$ cat config.mk
export PLATFORM = sky130hd
export DESIGN_NAME = exc_ctrl
export DESIGN_NICKNAME = d
export VERILOG_FILES = /design/src/rtl/exc_ctrl.sv
export SDC_FILE = /design/constraint.sdc
export NUM_CORES = 1
export LEC_CHECK = 0
export ABC_AREA = 1
export CORE_ASPECT_RATIO = 2
export CORE_MARGIN = 2
export CORE_UTILIZATION = 35
export CTS_BUF_LIST = sky130_fd_sc_hd__clkbuf_8
export CTS_CLUSTER_SIZE = 8
export DETAILED_ROUTE_END_ITERATION = 10
export PLACE_DENSITY = 0.56
export RECOVER_POWER = 50
export SYNTH_ARGS = -nofsm -noshare
export SYNTH_HDL_FRONTEND = slang
export SYNTH_SLANG_ARGS = --single-unit
$ cat constraint.sdc
create_clock -name clk -period 2.55 [get_ports clk]
set_input_delay 0.51 -clock clk [delete_from_list [all_inputs] [get_ports clk]]
set_output_delay 0.51 -clock clk [all_outputs]
set_load 0.01 [all_outputs]
$ cat src/rtl/exc_ctrl.sv
// exc_ctrl: exception and flush controller for the five-stage LoongArch pipeline.
// Sits beside write-back, owns the exception CSRs and the countdown timer, and
// on an exception or ertn flushes the pipeline while holding a PC redirect
// toward fetch until fetch accepts it.
//
// Ports:
//   clk, reset            - clock and synchronous active-high reset
//   ws_valid/ws_exc_vec   - WB valid and exception flags {ale,adef,ine,sys,brk,int}
//   ws_ertn, ws_pc        - WB ertn marker and PC
//   ws_vaddr              - faulting address (ALE)
//   csr_we/num/wmask/wdata- CSR write port (num is shared with the read port)
//   csr_rdata             - combinational CSR read data
//   hw_int                - external interrupt lines (ESTAT.IS[9:2])
//   has_int               - interrupt pending toward ID
//   flush                 - kill all stage valids
//   redirect_valid/pc     - redirect request toward fetch
//   fs_redirect_ready     - fetch accepts the redirect
module exc_ctrl #(
  parameter int TIMER_W = 32
) (
  input  logic        clk,
  input  logic        reset,
  input  logic        ws_valid,
  input  logic [5:0]  ws_exc_vec,
  input  logic        ws_ertn,
  input  logic [31:0] ws_pc,
  input  logic [31:0] ws_vaddr,
  input  logic        csr_we,
  input  logic [13:0] csr_num,
  input  logic [31:0] csr_wmask,
  input  logic [31:0] csr_wdata,
  output logic [31:0] csr_rdata,
  input  logic [7:0]  hw_int,
  output logic        has_int,
  output logic        flush,
  output logic        redirect_valid,
  output logic [31:0] redirect_pc,
  input  logic        fs_redirect_ready
);

  localparam logic [13:0] CSR_CRMD   = 14'h000;
  localparam logic [13:0] CSR_PRMD   = 14'h001;
  localparam logic [13:0] CSR_ECFG   = 14'h004;
  localparam logic [13:0] CSR_ESTAT  = 14'h005;
  localparam logic [13:0] CSR_ERA    = 14'h006;
  localparam logic [13:0] CSR_BADV   = 14'h007;
  localparam logic [13:0] CSR_EENTRY = 14'h00C;
  localparam logic [13:0] CSR_TCFG   = 14'h041;
  localparam logic [13:0] CSR_TVAL   = 14'h042;
  localparam logic [13:0] CSR_TICLR  = 14'h044;

  localparam logic [TIMER_W-1:0] TV_ZERO = {TIMER_W{1'b0}};
  localparam logic [TIMER_W-1:0] TV_ONE  = {{(TIMER_W-1){1'b0}}, 1'b1};

  typedef enum logic {
    S_RUN   = 1'b0,
    S_REDIR = 1'b1
  } state_e;

  function automatic logic [31:0] csr_merge(input logic [31:0] old_v,
                                            input logic [31:0] mask,
                                            input logic [31:0] data);
    csr_merge = (old_v & ~mask) | (data & mask);
  endfunction

  state_e             state_q, state_d;
  logic [31:0]        target_q, target_d;
  logic [8:0]         crmd_q, crmd_d;       // DATM,DATF,PG,DA,IE,PLV
  logic [2:0]         prmd_q, prmd_d;       // PIE,PPLV
  logic [12:0]        ecfg_q, ecfg_d;       // LIE
  logic [1:0]         is_sw_q, is_sw_d;     // IS[1:0]
  logic [7:0]         is_hw_q, is_hw_d;     // IS[9:2]
  logic               is_timer_q, is_timer_d; // IS[11]
  logic [5:0]         ecode_q, ecode_d;
  logic [8:0]         esubcode_q, esubcode_d;
  logic [31:0]        era_q, era_d;
  logic [31:0]        badv_q, badv_d;
  logic [25:0]        eentry_q, eentry_d;   // EENTRY[31:6]
  logic [TIMER_W-1:0] tcfg_q, tcfg_d;
  logic [TIMER_W-1:0] tval_q, tval_d;

  logic [12:0] estat_is_s;
  logic        in_run_s;
  logic        exc_s;
  logic        ertn_s;
  logic        wr_s;
  logic [31:0] wr_val_s;
  logic [5:0]  code_s;
  logic        sel_ale_s;
  logic        sel_adef_s;
  logic        timer_set_s;
  logic        ticlr_clr_s;

  assign estat_is_s = {1'b0, is_timer_q, 1'b0, is_hw_q, is_sw_q};

  // Combinational CSR read mux; unimplemented addresses and TICLR read zero.
  always_comb begin
    csr_rdata = 32'd0;
    case (csr_num)
      CSR_CRMD:   csr_rdata = {23'd0, crmd_q};
      CSR_PRMD:   csr_rdata = {29'd0, prmd_q};
      CSR_ECFG:   csr_rdata = {19'd0, ecfg_q};
      CSR_ESTAT:  csr_rdata = {1'b0, esubcode_q, ecode_q, 3'd0, estat_is_s};
      CSR_ERA:    csr_rdata = era_q;
      CSR_BADV:   csr_rdata = badv_q;
      CSR_EENTRY: csr_rdata = {eentry_q, 6'd0};
      CSR_TCFG:   csr_rdata = 32'(tcfg_q);
      CSR_TVAL:   csr_rdata = 32'(tval_q);
      default:    csr_rdata = 32'd0;
    endcase
  end

  assign has_int        = crmd_q[2] & (|(estat_is_s & ecfg_q));
  assign flush          = (state_q == S_REDIR);
  assign redirect_valid = (state_q == S_REDIR);
  assign redirect_pc    = target_q;

  // Event qualification and exception cause selection.
  always_comb begin
    in_run_s = (state_q == S_RUN);
    exc_s    = in_run_s & ws_valid & (|ws_exc_vec);
    ertn_s   = in_run_s & ws_valid & ws_ertn & ~exc_s;
    wr_s     = in_run_s & csr_we & ~exc_s;
    // csr_rdata addresses the same register as the write, so it is the old value.
    wr_val_s = csr_merge(csr_rdata, csr_wmask, csr_wdata);
    sel_ale_s  = 1'b0;
    sel_adef_s = 1'b0;
    if (ws_exc_vec[0]) begin
      code_s = 6'h00;
    end else if (ws_exc_vec[4]) begin
      code_s     = 6'h08;
      sel_adef_s = 1'b1;
    end else if (ws_exc_vec[3]) begin
      code_s = 6'h0D;
    end else if (ws_exc_vec[2]) begin
      code_s = 6'h0B;
    end else if (ws_exc_vec[1]) begin
      code_s = 6'h0C;
    end else if (ws_exc_vec[5]) begin
      code_s    = 6'h09;
      sel_ale_s = 1'b1;
    end else begin
      code_s = 6'h00;
    end
  end

  // Next-state: FSM, CSR writes, exception/ertn side effects, timer.
  always_comb begin
    state_d     = state_q;
    target_d    = target_q;
    crmd_d      = crmd_q;
    prmd_d      = prmd_q;
    ecfg_d      = ecfg_q;
    is_sw_d     = is_sw_q;
    is_hw_d     = hw_int;
    is_timer_d  = is_timer_q;
    ecode_d     = ecode_q;
    esubcode_d  = esubcode_q;
    era_d       = era_q;
    badv_d      = badv_q;
    eentry_d    = eentry_q;
    tcfg_d      = tcfg_q;
    tval_d      = tval_q;
    timer_set_s = 1'b0;
    ticlr_clr_s = 1'b0;

    case (state_q)
      S_RUN: begin
        if (exc_s) begin
          state_d  = S_REDIR;
          target_d = {eentry_q, 6'd0};
        end else if (ertn_s) begin
          state_d  = S_REDIR;
          target_d = era_q;
        end else begin
          state_d = S_RUN;
        end
      end
      S_REDIR: begin
        if (fs_redirect_ready) begin
          state_d = S_RUN;
        end else begin
          state_d = S_REDIR;
        end
      end
      default: state_d = S_RUN;
    endcase

    // Software writes; read-only fields are simply not taken from wr_val_s.
    if (wr_s) begin
      case (csr_num)
        CSR_CRMD:   crmd_d = wr_val_s[8:0];
        CSR_PRMD:   prmd_d = wr_val_s[2:0];
        CSR_ECFG:   ecfg_d = wr_val_s[12:0];
        CSR_ESTAT: begin
          is_sw_d    = wr_val_s[1:0];
          ecode_d    = wr_val_s[21:16];
          esubcode_d = wr_val_s[30:22];
        end
        CSR_ERA:    era_d    = wr_val_s;
        CSR_BADV:   badv_d   = wr_val_s;
        CSR_EENTRY: eentry_d = wr_val_s[31:6];
        CSR_TCFG:   tcfg_d   = wr_val_s[TIMER_W-1:0];
        CSR_TICLR:  ticlr_clr_s = wr_val_s[0];
        default:    ticlr_clr_s = 1'b0;
      endcase
    end else begin
      ticlr_clr_s = 1'b0;
    end

    if (exc_s) begin
      prmd_d      = crmd_q[2:0];
      crmd_d[2:0] = 3'b000;
      ecode_d     = code_s;
      era_d       = ws_pc;
      if (sel_ale_s) begin
        badv_d = ws_vaddr;
      end else if (sel_adef_s) begin
        badv_d = ws_pc;
      end else begin
        badv_d = badv_q;
      end
    end else if (ertn_s) begin
      crmd_d[2:0] = prmd_q;
    end else begin
      prmd_d = prmd_d;
    end

    // Timer: a TCFG write with En=1 reloads; otherwise count down while enabled.
    if (wr_s && (csr_num == CSR_TCFG) && wr_val_s[0]) begin
      tval_d = {wr_val_s[TIMER_W-1:2], 2'b00};
    end else if (tcfg_q[0]) begin
      if (tval_q != TV_ZERO) begin
        tval_d      = tval_q - TV_ONE;
        timer_set_s = (tval_q == TV_ONE);
      end else if (tcfg_q[1]) begin
        tval_d = {tcfg_q[TIMER_W-1:2], 2'b00};
      end else begin
        tval_d = tval_q;
      end
    end else begin
      tval_d = tval_q;
    end

    // A timer expiry in the same cycle as a TICLR clear leaves IS[11] set.
    if (timer_set_s) begin
      is_timer_d = 1'b1;
    end else if (ticlr_clr_s) begin
      is_timer_d = 1'b0;
    end else begin
      is_timer_d = is_timer_q;
    end
  end

  // State and CSR registers with synchronous reset.
  always_ff @(posedge clk) begin
    if (reset) begin
      state_q    <= S_RUN;
      target_q   <= 32'd0;
      crmd_q     <= 9'h008;
      prmd_q     <= 3'd0;
      ecfg_q     <= 13'd0;
      is_sw_q    <= 2'd0;
      is_hw_q    <= 8'd0;
      is_timer_q <= 1'b0;
      ecode_q    <= 6'd0;
      esubcode_q <= 9'd0;
      era_q      <= 32'd0;
      badv_q     <= 32'd0;
      eentry_q   <= 26'd0;
      tcfg_q     <= TV_ZERO;
      tval_q     <= TV_ZERO;
    end else begin
      state_q    <= state_d;
      target_q   <= target_d;
      crmd_q     <= crmd_d;
      prmd_q     <= prmd_d;
      ecfg_q     <= ecfg_d;
      is_sw_q    <= is_sw_d;
      is_hw_q    <= is_hw_d;
      is_timer_q <= is_timer_d;
      ecode_q    <= ecode_d;
      esubcode_q <= esubcode_d;
      era_q      <= era_d;
      badv_q     <= badv_d;
      eentry_q   <= eentry_d;
      tcfg_q     <= tcfg_d;
      tval_q     <= tval_d;
    end
  end

endmodule

# ---- Yosys cells after proc, flatten, opt, wreduce, memory -nomap -nowiden
# Cells that the tools add are included.
# Widths: inputs -> output; s select.
dict set report totals {
  register_bits 238
  inputBits 162
  output_inout_bits 67
  wordCells 125
}
dict set report op_classes {
  addsub 1
  n_eq_ne 11
  mux 49
  bitwise 14
  reduce_logical 33
}
# cell count
set op_table {}
lappend op_table {{$mux 32} 14}
lappend op_table {{$pmux 32 s9} 1}
lappend op_table {{$and 32x32->32} 2}
lappend op_table {{$eq 14x3->1 const B} 4}
lappend op_table {{$eq 14x7->1 const B} 3}
lappend op_table {{$eq 32x1->1 const B} 1}
lappend op_table {{$not 32->32} 1}
lappend op_table {{$or 32x32->32} 1}
lappend op_table {{$reduce_bool 32->1} 1}
lappend op_table {{$sub 32x1->32 const B} 1}
lappend op_table {{$mux 4} 6}
lappend op_table {{$reduce_and 2->1} 12}
lappend op_table {{$reduce_bool 2->1} 11}
lappend op_table {{$mux 1} 18}
lappend op_table {{$mux 3} 6}
lappend op_table {{$mux 6} 3}
lappend op_table {{$eq 14x1->1 const B} 1}
lappend op_table {{$eq 14x4->1 const B} 1}
lappend op_table {{$logic_not 14->1} 1}
lappend op_table {{$and 12x13->13} 1}
lappend op_table {{$reduce_or 13->1} 1}
lappend op_table {{$and 1x1->1} 7}
lappend op_table {{$reduce_or 6->1} 1}
lappend op_table {{$reduce_or 2->1} 2}
lappend op_table {{other kinds (6)} 8}

# ---- Longest topological paths before layout
# Gate-level depths: netlist (run 1).
dict set report logic_depth {
  ltp_word 9
  mapped_depth 18
  ltp_nobuf 16
}

# ---- Worst setup path before layout (run 1)
# No wires, ideal clock.
dict set report synth_timing {
  path_type {in2out}
  startpoint {input port csr_num[6]}
  endpoint {output port csr_rdata[27]}
  t_arrival_ns 1.745
  t_required_ns 2.040
  path_slack_ns 0.295
  cell_stages 10
  n_path_buf 2
  cell_sequence {nor2_1 nand2_2 nor2_2 nand2_1 buf_2 inv_2 buf_6 nand2_1 o21ai_0 or3_1}
}
dict set report synth_via {
  elab_chain_cells 2
  elab_cells_between_ends 10
  cone_classes {eq/ne: 8; mux: 1; reduce/logical: 1}
}
# element line_no
set synth_rtl {}
lappend synth_rtl {{start: declaration} 29} ;# input logic [13:0] csr_num,
lappend synth_rtl {{$eq 14x7->1 (tied with other cells)} 99} ;# case (csr_num)
lappend synth_rtl {{$pmux 32 s9 (*)} 99}
lappend synth_rtl {{end: declaration} 32} ;# output logic [31:0] csr_rdata,
# Every way passes the cells marked *; elsewhere a longest branch is shown, timed or not.

# ---- Worst setup path in the final report (run 1)
dict set report layout_timing {
  startpoint {input port csr_num[11]}
  endpoint {output port csr_rdata[27]}
}
# The elaborated chain is that of the path after synthesis.

==> run_results.csv, run 1 <==
group,metric,value,unit
timing,rsz0062_at_grt,"yes",
logic_synthesis,synthArstFlopShare,0,
logic_synthesis,ys.warnings.count,0,
pwr,internal-power,6.15,mW
clock_tree,cts.htree.levels,2,
outcome,failed_checks,"max-capacitance violations, max-slew violations",
floorplan,die_y,286,um
clock_tree,worst_skew_pair.late_latency,0.58,ns
logic_synthesis,yosysSeqAreaShare,0.343,
floorplan,rows,103,
place,port_buffers,228,
pwr,net-switching-power,2.28,mW
layout,fin_cells,3119,
pwr,powerDensity,428,nW/um^2
pwr,p_comb_frac,0.119,
setup_path,critical_path_arrival,2.03,ns
global_routing,antenna_found_initial,1,
setup_path,slowest_delay,0.40,ns
floorplan,core,39300,um^2
timing,setup_viol,0,
logic_synthesis,ys_ff_latch,238,
global_routing,track_usage,0.305,
timing,fin_crit_sh,0.994,
setup_path,critical_path.startpoint,"csr_num[11]",
setup_path,cp_top_family,"buffers and inverters",
logic_synthesis,synthSimpleGateAreaFrac,0.338,
timing,fin_skew,0.0245,ns
global_routing,grt_pass1_wl,94.8,mm
setup_path,r2r_slack,0.23,ns
route,drc,0,
layout,synthToLayoutAreaGrowth,41.9,%
pwr,leakage,8.87,nW
global_routing,grt.overflow.total,0,
timing,maxSlewHeadroom,-0.251,
route,final_antenna_net_count,0,
setup_path,reg2reg_to,"tval_q[28]",
setup_path,crit_chain,"clkdlybuf4s15_1 -> nor2_1 -> nand2_1 -> nor2_4 -> buf_12 -> buf_12 -> buf_12 -> nand3_1 -> o21ai_1 -> or3_4 -> buf_6",
route,vias,16400,
setup_path,crit_buf_inv,5,
logic_synthesis,synth_compound_area_frac,0.200,
pwr,seqPwrFrac,0.456,
logic_synthesis,synth.distinct_cells,44,
job,cap_viol_max_count,1,
clock_tree,cts.sinks,238,
logic_synthesis,postSynthCellCount,2194,
layout,nNetsFinal,2737,
place,gp_congestion,0.947,
clock_tree,clk_pin_slew,0.06,ns
layout,fill_cells,4093,
setup_path,cp-start-kind,"input port",
timing,min_period,2.54,ns
min_path,hp-class,"flip-flop to flip-flop",
floorplan,io_pins,229,
logic_synthesis,synth_nets,2359,
floorplan,start_util,0.353,
place,dp_hpwl,49.2,mm
route,first_pass_iters,8,
logic_synthesis,yosys_most_used_dff,"dfxtp_1",
setup_path,crit_type,"input port to primary output",
timing,max_freq,394,MHz
route,routed_wl,63.9,mm
floorplan,die_area,41400,um^2
pwr,finalPower,8.43,mW
route,first_iter_violations,1155,
layout,utilization,0.501,
timing,tightest_slew,1.88,ns
setup_path,required,2.04,ns
pwr,p_sw_frac,0.270,
logic_synthesis,synth_mux_area_frac,0,
timing,slew_violations,30,
setup_path,crit_top_cell,"buf_12",
setup_path,end_kind,"primary output",
logic_synthesis,yosys.area_share.adder,0.00270,
clock_tree,cts-root-buf,"clkbuf_8",
global_routing,grt_pass1_vias,16100,
logic_synthesis,syn_area,13900,um^2
clock_tree,cts_buffers,40,
pwr,clockPowerShare,0.425,
min_path,whs_endpoint,"redirect_pc[1]",
logic_synthesis,syn_avg_cell_area,6.33,um^2
clock_tree,tritoncts,"yes",
setup_path,regToRegStartpoint,"tval_q[4]",
route,viasPerCell,5.26,
setup_path,cp_slowest_cell,"or3_4",
floorplan,fp.dieW,145,um
clock_tree,ctsLongestPathBuffers,3,
route,routedWlPerCell,20.5,um
min_path,min-delay-start,"redirect_pc[1]",
min_path,hold-path-cell-count,2,
logic_synthesis,synth_xor_area_frac,0.00505,
clock_tree,postCtsHoldBufs,0,
logic_synthesis,synth_top_family_by_area,"simple AND/OR/NAND/NOR gates",
pwr,vdd_drop_max,0.354,mV
layout,layout-drive-gt1-share,0.212,
place,placed_cells_incl_taps,3028,
setup_path,critical_path.max_fanout,9,
global_routing,grt_max_degree,81,
outcome,status,"finished, violations left",
timing,hold_viol,0,
setup_path,reg2reg_depth,10,
logic_synthesis,synth_edf_count,0,
timing repair:
action / in CTS / in global routing
cloned: 6 / 1
pin swaps: 31 / 41
gates resized for setup: 309 / 136
buffers inserted: 19 / 4
endpoints found under the setup margin: 33 / 38
layout by cell type (no fill, tap or decap), drive strengths merged, types with 12 or more instances in the layout:
master	synthesis	layout
buf	61	246
a21oi	172	172
nand2	539	539
o211ai	31	31
nor2	225	225
clkbuf	61	77
nand3	243	243
a221oi	18	18
a31oi	48	48
dfxtp	238	238
clkdlybuf4s50	0	146
nand4	16	16
o21ai	210	210
inv	242	249
or2	36	36
dlygate4sd3	0	34
o22ai	12	12
per-stage QoR:
step | worst slack (ns) | instance area, um^2 | TNS (ns) | hold slack [ns]
finish | 0.0142 | 19700 | 0 | 0.459
global route | -0.0267 | 19700 | -0.196 | 0.474
CTS | -0.0321 | 19400 | -0.142 | 0.446
detailed placement | -0.843 | 18000 | -68.82 | 0.455
global placement | -0.874 | 18000 | -66.41 | 0.454
floorplan | 0.295 | 13900 | 0 | 0.443
worst min-delay path: cells and delay by family, from the launching register on:
kind	cells	cell delay, ns
flops	1	0.30
simple gates	1	0.06
compound gates	1	0.05
cell type report:
class / count / area, um^2 / share of cell area
flip-flops and latches: 238 / 4760 / 0.242
multi-input cells: 1588 / 8210 / 0.417
well taps: 525 / 657 / 0.0334
inverters: 246 / 965 / 0.0490
repair buffers: 458 / 4310 / 0.219
diodes: 1 / 2.50 / 0.000127
clock inverters: 14 / 109 / 0.00553
clock buffers: 49 / 674 / 0.0342
sequential cells by signal, indices dropped and copies added, names as in the netlist:
| name | flops |
|---|---|
| eentry_q | 26 |
| badv_q | 32 |
| prmd_q | 3 |
| esubcode_q | 9 |
| ecfg_q | 13 |
| tcfg_q | 32 |
| crmd_q | 9 |
| ecode_q | 6 |
| redirect_pc | 32 |
| flush | 1 |
| is_hw_q | 8 |
| is_sw_q | 2 |
| era_q | 32 |
| tval_q | 32 |
| is_timer_q | 1 |
cells in the mapped netlist (16+ instances only):
cell type,number,area share
a21oi_1,172,0.062
dfxtp_1,238,0.34
buf_2,35,0.013
a31oi_1,48,0.022
o21ai_0,194,0.070
nand4_1,16,0.0072
clkbuf_1,61,0.016
o211ai_1,31,0.017
nand2_1,523,0.14
o21ai_1,16,0.0058
inv_1,228,0.062
nor2_1,205,0.055
nand3_1,235,0.085
a221oi_1,18,0.011
or2_2,35,0.016
power groups by stage:
stage	Clock [mW]	Combinational, mW	Sequential [mW]
after floorplan	0	0.426	3.90
after global placement	0	0.984	3.92
after detailed placement	0	0.988	3.92
after CTS	3.62	1.00	3.84
after global routing	3.75	1.08	3.85
final	3.58	0.999	3.85
routing by layer:
metal  global-route usage  part of all wire  wire, um
met5                    0                 0         0
met4                0.149             0.055      3490
met3               0.0288             0.056      3570
met2                0.533              0.51     32400
met1                0.368              0.38     24500
cell families (layout without fill, tap and decap cells):
logic type / Yosys count / count (layout)
AND/OR/NAND/NOR: 1073 / 1073
AO/OA/AOI/OAI: 504 / 504
XOR/XNOR: 8 / 8
buffers and inverters: 368 / 767
other: 0 / 1
flip-flops: 238 / 238
adder cells (fa/ha/maj): 3 / 3
worst max-delay path by stage:
| stage | slack, ns | cells past startpoint | end |
|---|---|---|---|
| 2_1_floorplan | 0.29 | 10 | csr_rdata[27] |
| 3_3_place_gp | -0.87 | 13 | csr_rdata[26] |
| 3_5_place_dp | -0.84 | 13 | csr_rdata[26] |
| 4_1_cts | -0.03 | 11 | csr_rdata[13] |
| 5_1_grt | -0.03 | 12 | csr_rdata[27] |
| 6_report | 0.01 | 11 | csr_rdata[27] |
Power figures use the tool's default switching activity.
==> inputs of run 2 (changes only) <==
Settings changed: HOLD_SLACK_MARGIN set to 0.12.
==> results of run 2 <==
Final layout, timing and power as in run 1 (identical DEF).
